[src/rtl/pipe_hazard_ctrl_if.sv]
// -----------------------------------------------------------------------------
// pipe_hazard_ctrl_if
// Bundles the hazard-control signals between the SimpleRISC pipeline and the
// central hazard controller.
//   master : pipeline side. Drives the hazard-detection inputs and receives the
//            stall/flush/bubble strobes.
//   slave  : pipe_hazard_ctrl side.
// Inputs to the controller:
//   RP1_OF, RP2_OF, useRP1_OF, useRP2_OF  - OF-stage source operands
//   is_Ld_ALU, isWb_ALU, rd_ALU           - ALU-stage destination info
//   isBranchTaken_ALU, mc_start_ALU       - ALU-stage branch / multi-cycle op
// Outputs from the controller:
//   stall_PC, stall_IFOF, stall_OFALU, flush_IFOF, flush_OFALU,
//   bubble_ALUMA, mc_busy
//   stall_cycles, flush_events            - present only with HAZARD_PERF_CNT_EN
// -----------------------------------------------------------------------------
interface pipe_hazard_ctrl_if;
  logic [4:0]  RP1_OF;
  logic [4:0]  RP2_OF;
  logic        useRP1_OF;
  logic        useRP2_OF;
  logic        is_Ld_ALU;
  logic        isWb_ALU;
  logic [4:0]  rd_ALU;
  logic        isBranchTaken_ALU;
  logic        mc_start_ALU;

  logic        stall_PC;
  logic        stall_IFOF;
  logic        stall_OFALU;
  logic        flush_IFOF;
  logic        flush_OFALU;
  logic        bubble_ALUMA;
  logic        mc_busy;

`ifdef HAZARD_PERF_CNT_EN
  logic [15:0] stall_cycles;
  logic [15:0] flush_events;

  modport master (
    output RP1_OF, RP2_OF, useRP1_OF, useRP2_OF, is_Ld_ALU, isWb_ALU, rd_ALU,
           isBranchTaken_ALU, mc_start_ALU,
    input  stall_PC, stall_IFOF, stall_OFALU, flush_IFOF, flush_OFALU,
           bubble_ALUMA, mc_busy, stall_cycles, flush_events
  );

  modport slave (
    input  RP1_OF, RP2_OF, useRP1_OF, useRP2_OF, is_Ld_ALU, isWb_ALU, rd_ALU,
           isBranchTaken_ALU, mc_start_ALU,
    output stall_PC, stall_IFOF, stall_OFALU, flush_IFOF, flush_OFALU,
           bubble_ALUMA, mc_busy, stall_cycles, flush_events
  );
`else
  modport master (
    output RP1_OF, RP2_OF, useRP1_OF, useRP2_OF, is_Ld_ALU, isWb_ALU, rd_ALU,
           isBranchTaken_ALU, mc_start_ALU,
    input  stall_PC, stall_IFOF, stall_OFALU, flush_IFOF, flush_OFALU,
           bubble_ALUMA, mc_busy
  );

  modport slave (
    input  RP1_OF, RP2_OF, useRP1_OF, useRP2_OF, is_Ld_ALU, isWb_ALU, rd_ALU,
           isBranchTaken_ALU, mc_start_ALU,
    output stall_PC, stall_IFOF, stall_OFALU, flush_IFOF, flush_OFALU,
           bubble_ALUMA, mc_busy
  );
`endif
endinterface

[src/rtl/pipe_hazard_ctrl.sv]
// -----------------------------------------------------------------------------
// pipe_hazard_ctrl
// Central stall/flush control for the five-stage SimpleRISC pipeline.
// Handles load-use hazards, taken-branch squashes and multi-cycle ALU ops
// (mul/div/mod) that occupy the ALU stage for MC_LATENCY cycles.
// Ports:
//   clk    - pipeline clock, rising edge
//   rst_n  - asynchronous active-low reset
//   hz     - pipe_hazard_ctrl_if.slave (hazard inputs, stall/flush outputs)
// Parameter:
//   MC_LATENCY - cycles a multi-cycle op occupies ALU (2..16)
// Optional feature macro: HAZARD_PERF_CNT_EN adds saturating stall_cycles and
// flush_events performance counters.
// -----------------------------------------------------------------------------
module pipe_hazard_ctrl #(
  parameter int MC_LATENCY = 4
) (
  input logic              clk,
  input logic              rst_n,
  pipe_hazard_ctrl_if.slave hz
);

  typedef enum logic [1:0] {IDLE, BUSY, DONE} state_e;

  // BUSY covers the stall cycles after the first one; the first stall cycle is
  // spent in IDLE and the final non-stall cycle in DONE.
  localparam int         CNT_INIT_I = (MC_LATENCY > 2) ? (MC_LATENCY - 3) : 0;
  localparam logic [3:0] CNT_INIT   = 4'(CNT_INIT_I);

  state_e     state_q, state_d;
  logic [3:0] cnt_q, cnt_d;

  logic lu, mc;
  logic stall_pc, stall_ifof, stall_ofalu, flush_ifof, flush_ofalu, bubble;

  // ---- state register -------------------------------------------------------
  always_ff @(posedge clk or negedge rst_n) begin
    if (!rst_n) begin
      state_q <= IDLE;
      cnt_q   <= 4'd0;
    end else begin
      state_q <= state_d;
      cnt_q   <= cnt_d;
    end
  end

  // ---- next-state logic -----------------------------------------------------
  always_comb begin
    state_d = state_q;
    cnt_d   = cnt_q;
    unique case (state_q)
      IDLE: begin
        if (hz.mc_start_ALU) begin
          if (MC_LATENCY == 2) begin
            state_d = DONE;
          end else begin
            state_d = BUSY;
            cnt_d   = CNT_INIT;
          end
        end
      end
      BUSY: begin
        if (cnt_q == 4'd0) state_d = DONE;
        else               cnt_d   = cnt_q - 4'd1;
      end
      // mc_start_ALU is still high for the same instruction here; ignoring it
      // prevents a retrigger.
      DONE:    state_d = IDLE;
      default: state_d = IDLE;
    endcase
  end

  // ---- hazard detection and output priority ---------------------------------
  always_comb begin
    lu = hz.is_Ld_ALU & hz.isWb_ALU &
         ((hz.useRP1_OF & (hz.RP1_OF == hz.rd_ALU)) |
          (hz.useRP2_OF & (hz.RP2_OF == hz.rd_ALU)));
    mc = ((state_q == IDLE) & hz.mc_start_ALU) | (state_q == BUSY);

    stall_pc    = 1'b0;
    stall_ifof  = 1'b0;
    stall_ofalu = 1'b0;
    flush_ifof  = 1'b0;
    flush_ofalu = 1'b0;
    bubble      = 1'b0;

    // Outputs are gated by rst_n so they drop immediately on reset even when
    // the hazard inputs are still active.
    if (!rst_n) begin
      stall_pc = 1'b0;
    end else if (mc) begin
      stall_pc    = 1'b1;
      stall_ifof  = 1'b1;
      stall_ofalu = 1'b1;
      bubble      = 1'b1;
    end else if (hz.isBranchTaken_ALU) begin
      // The OF instruction is on the wrong path, so a load-use match is moot.
      flush_ifof  = 1'b1;
      flush_ofalu = 1'b1;
    end else if (lu) begin
      // OF/ALU is not held: the load moves on to MA while a NOP enters ALU.
      stall_pc    = 1'b1;
      stall_ifof  = 1'b1;
      flush_ofalu = 1'b1;
    end
  end

  assign hz.stall_PC     = stall_pc;
  assign hz.stall_IFOF   = stall_ifof;
  assign hz.stall_OFALU  = stall_ofalu;
  assign hz.flush_IFOF   = flush_ifof;
  assign hz.flush_OFALU  = flush_ofalu;
  assign hz.bubble_ALUMA = bubble;
  assign hz.mc_busy      = (state_q != IDLE);

`ifdef HAZARD_PERF_CNT_EN
  logic [15:0] stall_cycles_q, flush_events_q;

  // ---- saturating performance counters --------------------------------------
  always_ff @(posedge clk or negedge rst_n) begin
    if (!rst_n) begin
      stall_cycles_q <= 16'd0;
      flush_events_q <= 16'd0;
    end else begin
      if (stall_pc && (stall_cycles_q != 16'hFFFF))
        stall_cycles_q <= stall_cycles_q + 16'd1;
      if (flush_ifof && (flush_events_q != 16'hFFFF))
        flush_events_q <= flush_events_q + 16'd1;
    end
  end

  assign hz.stall_cycles = stall_cycles_q;
  assign hz.flush_events = flush_events_q;
`endif

endmodule

[src/flat_wrapper.sv]
// flat-port wrapper written by rule: the top's interface ports become plain ports
module pipe_hazard_ctrl_flat 
#(
  parameter int MC_LATENCY = 4
)
  (clk, rst_n, hz_RP1_OF, hz_RP2_OF, hz_useRP1_OF, hz_useRP2_OF, hz_is_Ld_ALU, hz_isWb_ALU, hz_rd_ALU, hz_isBranchTaken_ALU, hz_mc_start_ALU, hz_stall_PC, hz_stall_IFOF, hz_stall_OFALU, hz_flush_IFOF, hz_flush_OFALU, hz_bubble_ALUMA, hz_mc_busy);
  pipe_hazard_ctrl_if hz_i ();
  input logic clk;
  input logic rst_n;
  input wire logic [$bits(hz_i.RP1_OF)-1:0] hz_RP1_OF;
  input wire logic [$bits(hz_i.RP2_OF)-1:0] hz_RP2_OF;
  input wire logic [$bits(hz_i.useRP1_OF)-1:0] hz_useRP1_OF;
  input wire logic [$bits(hz_i.useRP2_OF)-1:0] hz_useRP2_OF;
  input wire logic [$bits(hz_i.is_Ld_ALU)-1:0] hz_is_Ld_ALU;
  input wire logic [$bits(hz_i.isWb_ALU)-1:0] hz_isWb_ALU;
  input wire logic [$bits(hz_i.rd_ALU)-1:0] hz_rd_ALU;
  input wire logic [$bits(hz_i.isBranchTaken_ALU)-1:0] hz_isBranchTaken_ALU;
  input wire logic [$bits(hz_i.mc_start_ALU)-1:0] hz_mc_start_ALU;
  output wire logic [$bits(hz_i.stall_PC)-1:0] hz_stall_PC;
  output wire logic [$bits(hz_i.stall_IFOF)-1:0] hz_stall_IFOF;
  output wire logic [$bits(hz_i.stall_OFALU)-1:0] hz_stall_OFALU;
  output wire logic [$bits(hz_i.flush_IFOF)-1:0] hz_flush_IFOF;
  output wire logic [$bits(hz_i.flush_OFALU)-1:0] hz_flush_OFALU;
  output wire logic [$bits(hz_i.bubble_ALUMA)-1:0] hz_bubble_ALUMA;
  output wire logic [$bits(hz_i.mc_busy)-1:0] hz_mc_busy;
  assign hz_i.RP1_OF = hz_RP1_OF;
  assign hz_i.RP2_OF = hz_RP2_OF;
  assign hz_i.useRP1_OF = hz_useRP1_OF;
  assign hz_i.useRP2_OF = hz_useRP2_OF;
  assign hz_i.is_Ld_ALU = hz_is_Ld_ALU;
  assign hz_i.isWb_ALU = hz_isWb_ALU;
  assign hz_i.rd_ALU = hz_rd_ALU;
  assign hz_i.isBranchTaken_ALU = hz_isBranchTaken_ALU;
  assign hz_i.mc_start_ALU = hz_mc_start_ALU;
  assign hz_stall_PC = hz_i.stall_PC;
  assign hz_stall_IFOF = hz_i.stall_IFOF;
  assign hz_stall_OFALU = hz_i.stall_OFALU;
  assign hz_flush_IFOF = hz_i.flush_IFOF;
  assign hz_flush_OFALU = hz_i.flush_OFALU;
  assign hz_bubble_ALUMA = hz_i.bubble_ALUMA;
  assign hz_mc_busy = hz_i.mc_busy;
  pipe_hazard_ctrl #(.MC_LATENCY(MC_LATENCY)) u_core (.clk(clk), .rst_n(rst_n), .hz(hz_i));
endmodule
[config.mk]
export PLATFORM = sky130hd
export DESIGN_NAME = pipe_hazard_ctrl_flat
export DESIGN_NICKNAME = d
export VERILOG_FILES = /design/src/rtl/pipe_hazard_ctrl_if.sv /design/src/rtl/pipe_hazard_ctrl.sv /design/src/flat_wrapper.sv
export SDC_FILE = /design/constraint.sdc
export NUM_CORES = 1
export LEC_CHECK = 0
export CAP_MARGIN = 15
export CORE_MARGIN = 1
export CORE_UTILIZATION = 38
export CTS_CLUSTER_SIZE = 25
export DETAILED_ROUTE_END_ITERATION = 8
export PLACE_DENSITY_LB_ADDON = 0.1
export SETUP_SLACK_MARGIN = 0.1
export SYNTH_ARGS = -nofsm -noshare
export SYNTH_HDL_FRONTEND = slang
export SYNTH_SLANG_ARGS = --single-unit
[constraint.sdc]
create_clock -name clk -period 3.8 [get_ports clk]
set_input_delay 0.38 -clock clk [delete_from_list [all_inputs] [get_ports clk]]
set_output_delay 0.38 -clock clk [all_outputs]
set_load 0.02 [all_outputs]
==> summary.txt, run 1 <==
Die
  – IO Pins: 30
  – Starting Density: 0.4327
  – Core ar.: 1171 um2
  – FP Rows: 12
  – Die H: a little under 40 um
  – Die Width: a little under 40 um
  – Die area: ~1500 um2

Min path
  – HP Class: in -> async

Synthesis
  – Distinct cells, synth: 24
  – Syn Area/Cell: a little under 9 um2
  – Mapped Area: just over 500 um2
  – Adder-cell area share of the yosys netlist: 0.04938
  – Mux contribution to synthesized area: 0.02963
  – Area leader, netlist: dfrtp_1
  – Ys async rst share: 1.000
  – Synth top cells by count: dfrtp_1, xnor2_1, xor2_1
  – Simple-gate share of the synthesized area: 0.2691
  – Ys flop type: dfrtp_1
  – Warnings from Yosys: 0
  – Post-synthesis xor/xnor area fraction: 0.2074
  – Ranking of synthesized cells by area: dfrtp_1, xnor2_1, xor2_1
  – Post-Syn Instances: 57
  – Sequential-to-total area share from yosys stat: 0.2963
  – Post-synthesis register bit count: 6
  – Post-synth EDFFs: 0
  – Largest family of logic cells by synthesized area: simple AND/OR/NAND/NOR gates
  – Post-Syn Nets: 82
  – Yosys top cell area share: 0.2963
  – Synth Area in Compound Gates: 0.08148

Global route
  – Total congestion overflow: 0
  – Largest net degree at the start of global routing: 11
  – Total GRT Usage: 0.1964
  – First-pass GRT wire length: 1869 um
  – Antenna violations before repair: 0
  – Vias in the first global route: 464

Clock network
  – CTS Sinks: 6
  – CTS tree: yes
  – Clk slew on worst S/H paths: around 0.050 ns
  – Clk_lat worst skew: around 0.25 ns
  – Hold_buf cts: 0
  – Root buf cell: clkbuf_4
  – Num CTS Buffers: 3
  – Post-cts gate resize count: 0
  – H-tree Lvls: 1
  – Clock Tree Buf Depth: 2
  – Setup bufs post-CTS: 0

Place
  – Post-DP HPWL: between 900 and 1000 um
  – GP Congestion: about 0.67
  – IO buf count: 29

Timing
  – Fin crit period: approximately 2.7 ns
  – Final Slew Violations: 0
  – RSZ-0062 raised after global routing: false
  – Fin Setup TNS: 0 ns
  – Peak Freq: ~380 MHz
  – Clk_skew: 0.004038 ns
  – Final critical-path share of the clock period: 0.6981
  – Endpoints failing setup: 0
  – Worst slew pin tran: slightly above 0.4 ns
  – Slew HR: 0.7270
  – Final Hold Violating Endpoints: 0
  – Hold WS: 0.4274 ns

Power
  – Power density over cell area: between 500 and 600 nW/um2
  – Worst VDD drop: between 300 and 400 uV
  – P_leak: 0.3533 nW

Detailed routing
  – Routed len/inst: ~11 um
  – WL final: between 1000 and 1500 um
  – Final ANT Viol Nets: 0
  – Number of DRC markers in iteration 0: 4
  – Vias per cell: ~4.6
  – Drt first pass iters: 4
  – DR DRC count: 0
  – Total number of vias: 469

Critical path
  – Critical Path Most Common Cell: clkdlybuf4s50_1
  – Critical-path top delay cell: clkdlybuf4s50_1
  – Startpoint Class: input port
  – CP Class: in -> out
  – CP delay by family, top: buffers and inverters
  – Sequence of cells on the critical path: clkdlybuf4s50_1 > nand2b_1 > o32a_1 > o21ai_0 > clkdlybuf4s50_1
  – CP Max Fanout: 10
  – Buffers & Inverters on Critical Path: 2
  – Worst EP arrival: about 2.3 ns
  – Nature of the critical path endpoint: primary output
  – Worst path max stage delay: just over 0.7 ns
  – Req. time, crit path: about 3.4 ns

Finish
  – Final #Nets: between 100 and 150
  – Antenna cells: 0
  – P&R area growth vs syn: 62.22%
  – # fillers: around 100
  – Ratio of cells with drive above 1 in the final layout: 0.1034

Run status
  – Outcome: completed

Flow run
  – Max cap viols: 0
[cells by family after synthesis]
logic type / count (synthesis)
muxes: 1
adders and majority gates: 2
DFF: 6
buffers and inverters: 7
xor gates and xnor gates: 12
AOI/OAI and AO/OA: 6
and+or+nand+nor: 23
[layout by cell type (no fill, tap or decap)]
cell and n:
mux2_4 1, o21ai_0 3, ha_1 2, nand2_4 1, nand2_1 2, o21bai_1 1
xor2_1 6, xnor2_1 6, or3b_4 1, nor3_1 1, o32a_1 1, clkbuf_4 3
nor4_1 1, nand2_2 1, clkdlybuf4s50_1 29, and2b_2 2, and2_1 1, dfrtp_1 6
nand2b_1 1, inv_1 5, and3_1 1, nand3_1 5, nand4_1 2, nor2_1 4
o31a_1 1
[power breakdown]
group | switching [W] | internal [W]
registers | 0.0000180 | 0.0000924
clock network | 0.0000249 | 0.0000358
logic | 0.000134 | 0.000143
total | 0.000176 | 0.000272
[routing by layer]
| metal | global-route usage | wire length, um | up-vias |
|---|---|---|---|
| met5 | 0 | 0 | - |
| met4 | 0.02586 | 0 | 0 |
| met3 | 0.1047 | 82 | 0 |
| met2 | 0.3458 | 568 | 18 |
| met1 | 0.2094 | 441 | 199 |
| li1 | - | - | 252 |
[final timing paths]
check                                      from              end  slack (ns)  depth (start not counted)
worst max register to register  u_core.cnt_q[0]  u_core.cnt_q[0]        2.24                          6
min in group clk                u_core.cnt_q[1]  u_core.cnt_q[1]        0.54                          2
max in group asynchronous                 rst_n  u_core.cnt_q[1]        3.08                          1
worst max-delay path                      rst_n    hz_stall_IFOF        1.15                          5
worst min-delay path                      rst_n  u_core.cnt_q[2]        0.43                          1
worst min register to register  u_core.cnt_q[1]  u_core.cnt_q[1]        0.54                          2
[flip-flops by register name (all words and copies together) (netlist names)]
signal	flops
u_core.cnt_q	4
u_core.state_q	2
[through the flow]
step	total power (W)	worst slack, ns	cells	util	cell area, um2
2_1_floorplan	0.0003015	1.728	57	-	506.7
3_3_place_gp	0.0003834	1.152	98	0.6827	799.5
3_5_place_dp	0.0003905	1.133	98	0.6827	799.5
4_1_cts	0.0004541	1.123	101	0.7019	822.0
5_1_grt	0.0004899	0.9862	101	0.7019	822.0
6_report	0.0004480	1.147	101	0.7019	822.0
[cell type report]
type                       instances  area (um2)  area share
inverter                           5       18.77     0.02283
clock buffer                       3       22.52     0.02740
tap                               14       17.52     0.02131
sequential                         6       150.1      0.1826
timing repair buffer              29       290.3      0.3531
multi-input combinational         44       322.8      0.3927
Note: power is estimated with default switching activity, not from simulation.
==> run 2, diff against run 1 <==
- CORE_UTILIZATION: 38 -> 36
- clock period: 3.8 -> 2.75 ns (I/O delays scaled with it)
==> run 2 against run 1 <==
  * Critical endpoint is now hz_flush_OFALU
  * Final cell count is 2.0% higher
  * Clock skew is 0.0014 ns lower
  * Critical path type unchanged
  * Hold slack worse by 0.18 ns
  * Count of clock-buffer cells in the layout stayed put
  * Sequential power is 38% higher
  * Core utilization is 6.0 points lower
  * Via count is 3.0% higher
  * Combinational power is 38% higher
  * Flip-flop and latch count stayed put
  * Non-clock buffer count is 1 higher
  * Die area is 5.3% higher
==> summary.txt, run 2 (synthesized netlist as in run 1, its figures left out) <==
Run status
  – Outcome: completed (unchanged)

Die
  – Die area: 1561 um2 (was 1483 um2)
  – Starting Density: 0.3894 (was 0.4327)
  – Die H: 39.52 um (was 38.52 um)
  – FP Rows: 13 (was 12)
  – IO Pins: 30 (unchanged)
  – Core ar.: 1301 um2 (was 1171 um2)
  – Die Width: 39.52 um (was 38.52 um)

Detailed routing
  – Number of DRC markers in iteration 0: 4 (unchanged)
  – Drt first pass iters: 4 (unchanged)
  – Routed len/inst: 10.50 um (was 10.82 um)
  – Wl on met1: 443 um (was 441 um)
  – Final ANT Viol Nets: 0 (unchanged)
  – Metal2 WL: 562 um (was 568 um)
  – DR DRC count: 0 (unchanged)
  – Highest Signal Layer: met3 (unchanged)
  – Total number of vias: 483 (was 469)
  – WL final: 1082 um (was 1093 um)
  – Vias per cell: 4.689 (was 4.644)
  – Routed met3 length: 75 um (was 82 um)

Place
  – Post-DP HPWL: 944.3 um (was 957.8 um)
  – IO buf count: 29 (unchanged)
  – GP Congestion: 0.6515 (was 0.6654)
  – Pre-CTS setup slack: 0.2400 ns (was 1.133 ns)

Flow run
  – Max cap viols: 0 (unchanged)

Critical path
  – Startpoint Class: input port (unchanged)
  – CP Class: in -> out (unchanged)
  – CP startpoint: hz_rd_ALU[2] (was rst_n)
  – Reg2reg start: u_core.cnt_q[0] (unchanged)
  – Nature of the critical path endpoint: primary output (unchanged)
  – CP Max Fanout: 2 (was 10)
  – Worst EP arrival: 2.12 ns (was 2.27 ns)
  – Req. time, crit path: 2.48 ns (was 3.42 ns)

Finish
  – Ratio of cells with drive above 1 in the final layout: 0.1136 (was 0.1034)
  – P&R area growth vs syn: 64.94% (was 62.22%)
  – Most frequent cells in the layout: clkdlybuf4s50_1, xor2_1, xnor2_1, dfrtp_1 (unchanged)
  – Antenna cells: 0 (unchanged)
  – Largest registers: u_core.cnt_q: 4 flops, u_core.state_q: 2 flops (unchanged)
  – Most common cell after layout, fill and taps aside: clkdlybuf4s50_1 (unchanged)
  – Final #Nets: 115 (was 114)
  – Most flops, register: u_core.cnt_q (unchanged)
  – Largest register FFs: 4 (unchanged)

Clock network
  – CTS tree: yes (unchanged)
  – CTS Sinks: 6 (unchanged)
  – H-tree Lvls: 1 (unchanged)
  – Hold_buf cts: 0 (unchanged)
  – Root buf cell: clkbuf_4 (unchanged)
  – Clock Tree Buf Depth: 2 (unchanged)
  – Num CTS Buffers: 3 (unchanged)
  – Clk slew on worst S/H paths: 0.05 ns (about the same)
  – Clk_lat worst skew: 0.25 ns (about the same)

Global route
  – Largest net degree at the start of global routing: 8 (was 11)
  – Total congestion overflow: 0 (unchanged)
  – Vias in the first global route: 455 (was 464)
  – Total GRT Usage: 0.1839 (was 0.1964)
  – First-pass GRT wire length: 1800 um (was 1869 um)
  – Antenna violations before repair: 0 (unchanged)

Timing
  – Fin crit period: 2.398 ns
  – Final Slew Violations: 0 (unchanged)
  – Endpoints failing setup: 0 (unchanged)
  – Clk_skew: 0.002643 ns (was 0.004038 ns)
  – Slew HR: 0.8157 (was 0.7270)
  – Final critical-path share of the clock period: 0.8720
  – RSZ-0062 raised after global routing: false (unchanged)
  – Setup ws final: 0.3520 ns (was 1.147 ns)
  – Fin Setup TNS: 0 ns (unchanged)
  – Peak Freq: around 420 MHz
  – Worst slew pin tran: 0.2758 ns (was 0.4083 ns)
  – Final Hold Violating Endpoints: 0 (unchanged)

Power
  – Total power: 0.0006189 W (was 0.0004480 W)
  – Worst VDD drop: 501.1 uV (was 339.7 uV)
  – Power density over cell area: 740.5 nW/um2 (was 545.0 nW/um2)
  – P_leak: 0.3825 nW (was 0.3533 nW)

Min path
  – HP Class: in -> async (unchanged)
-- run 2: cell type report --
class | count | area (um2)
clock buffers | 3 | 22.52
fillers | 118 | 465.4
inverters | 5 | 18.77
multi-input cells | 44 | 322.8
flip-flops and latches | 6 | 150.1
well taps | 15 | 18.77
repair buffers | 30 | 302.8
-- run 2: stage by stage --
step                      hold WS [ns]  std cells  area, um2    util
final                           0.2495        103      835.8  0.6423
after global routing            0.2503        103      835.8  0.6423
after CTS                       0.2487        103      830.8  0.6385
after detailed placement        0.5175        100      808.3  0.6212
after global placement          0.5185        100      808.3  0.6212
after floorplan               -0.02059         57      506.7       -
-- run 2: final timing paths --
kind,slack (ns),depth (start not counted),to
setup / recovery,0.35,6,hz_flush_OFALU
setup reg to reg,1.21,6,u_core.cnt_q[0]
hold / removal,0.25,1,u_core.cnt_q[3]
min in group clk,0.54,2,u_core.cnt_q[1]
hold reg to reg,0.54,2,u_core.cnt_q[1]
max in group asynchronous,2.16,2,u_core.cnt_q[0]
-- run 2: repair_timing --
| item | in CTS | in global routing |
|---|---|---|
| endpoints found under the setup margin | 0 | 2 |
| buffers inserted | 0 | 0 |
| gates resized for setup | 0 | 2 |
-- run 2: power by group --
part / leakage [nW] / internal, W / switching [W]
sequential: 0.0755 / 0.000128 / 0.0000248
combinational: 0.293 / 0.000198 / 0.000184
clock: 0.0138 / 0.0000496 / 0.0000349
total: 0.383 / 0.000375 / 0.000244
-- run 2: worst max-delay path: stages --
cell and delay, ns:
clkdlybuf4s50_1 0.45, xor2_1 0.19, nor4_1 0.29, nand3_1 0.12, o21ai_0 0.17, clkdlybuf4s50_1 0.63
-- run 2: layer usage --
metal | GRT usage | vias to the layer above
met3 | 0.1023 | 0
met2 | 0.3197 | 17
met5 | 0 | -
met4 | 0.02586 | 0
li1 | - | 253
met1 | 0.1951 | 213
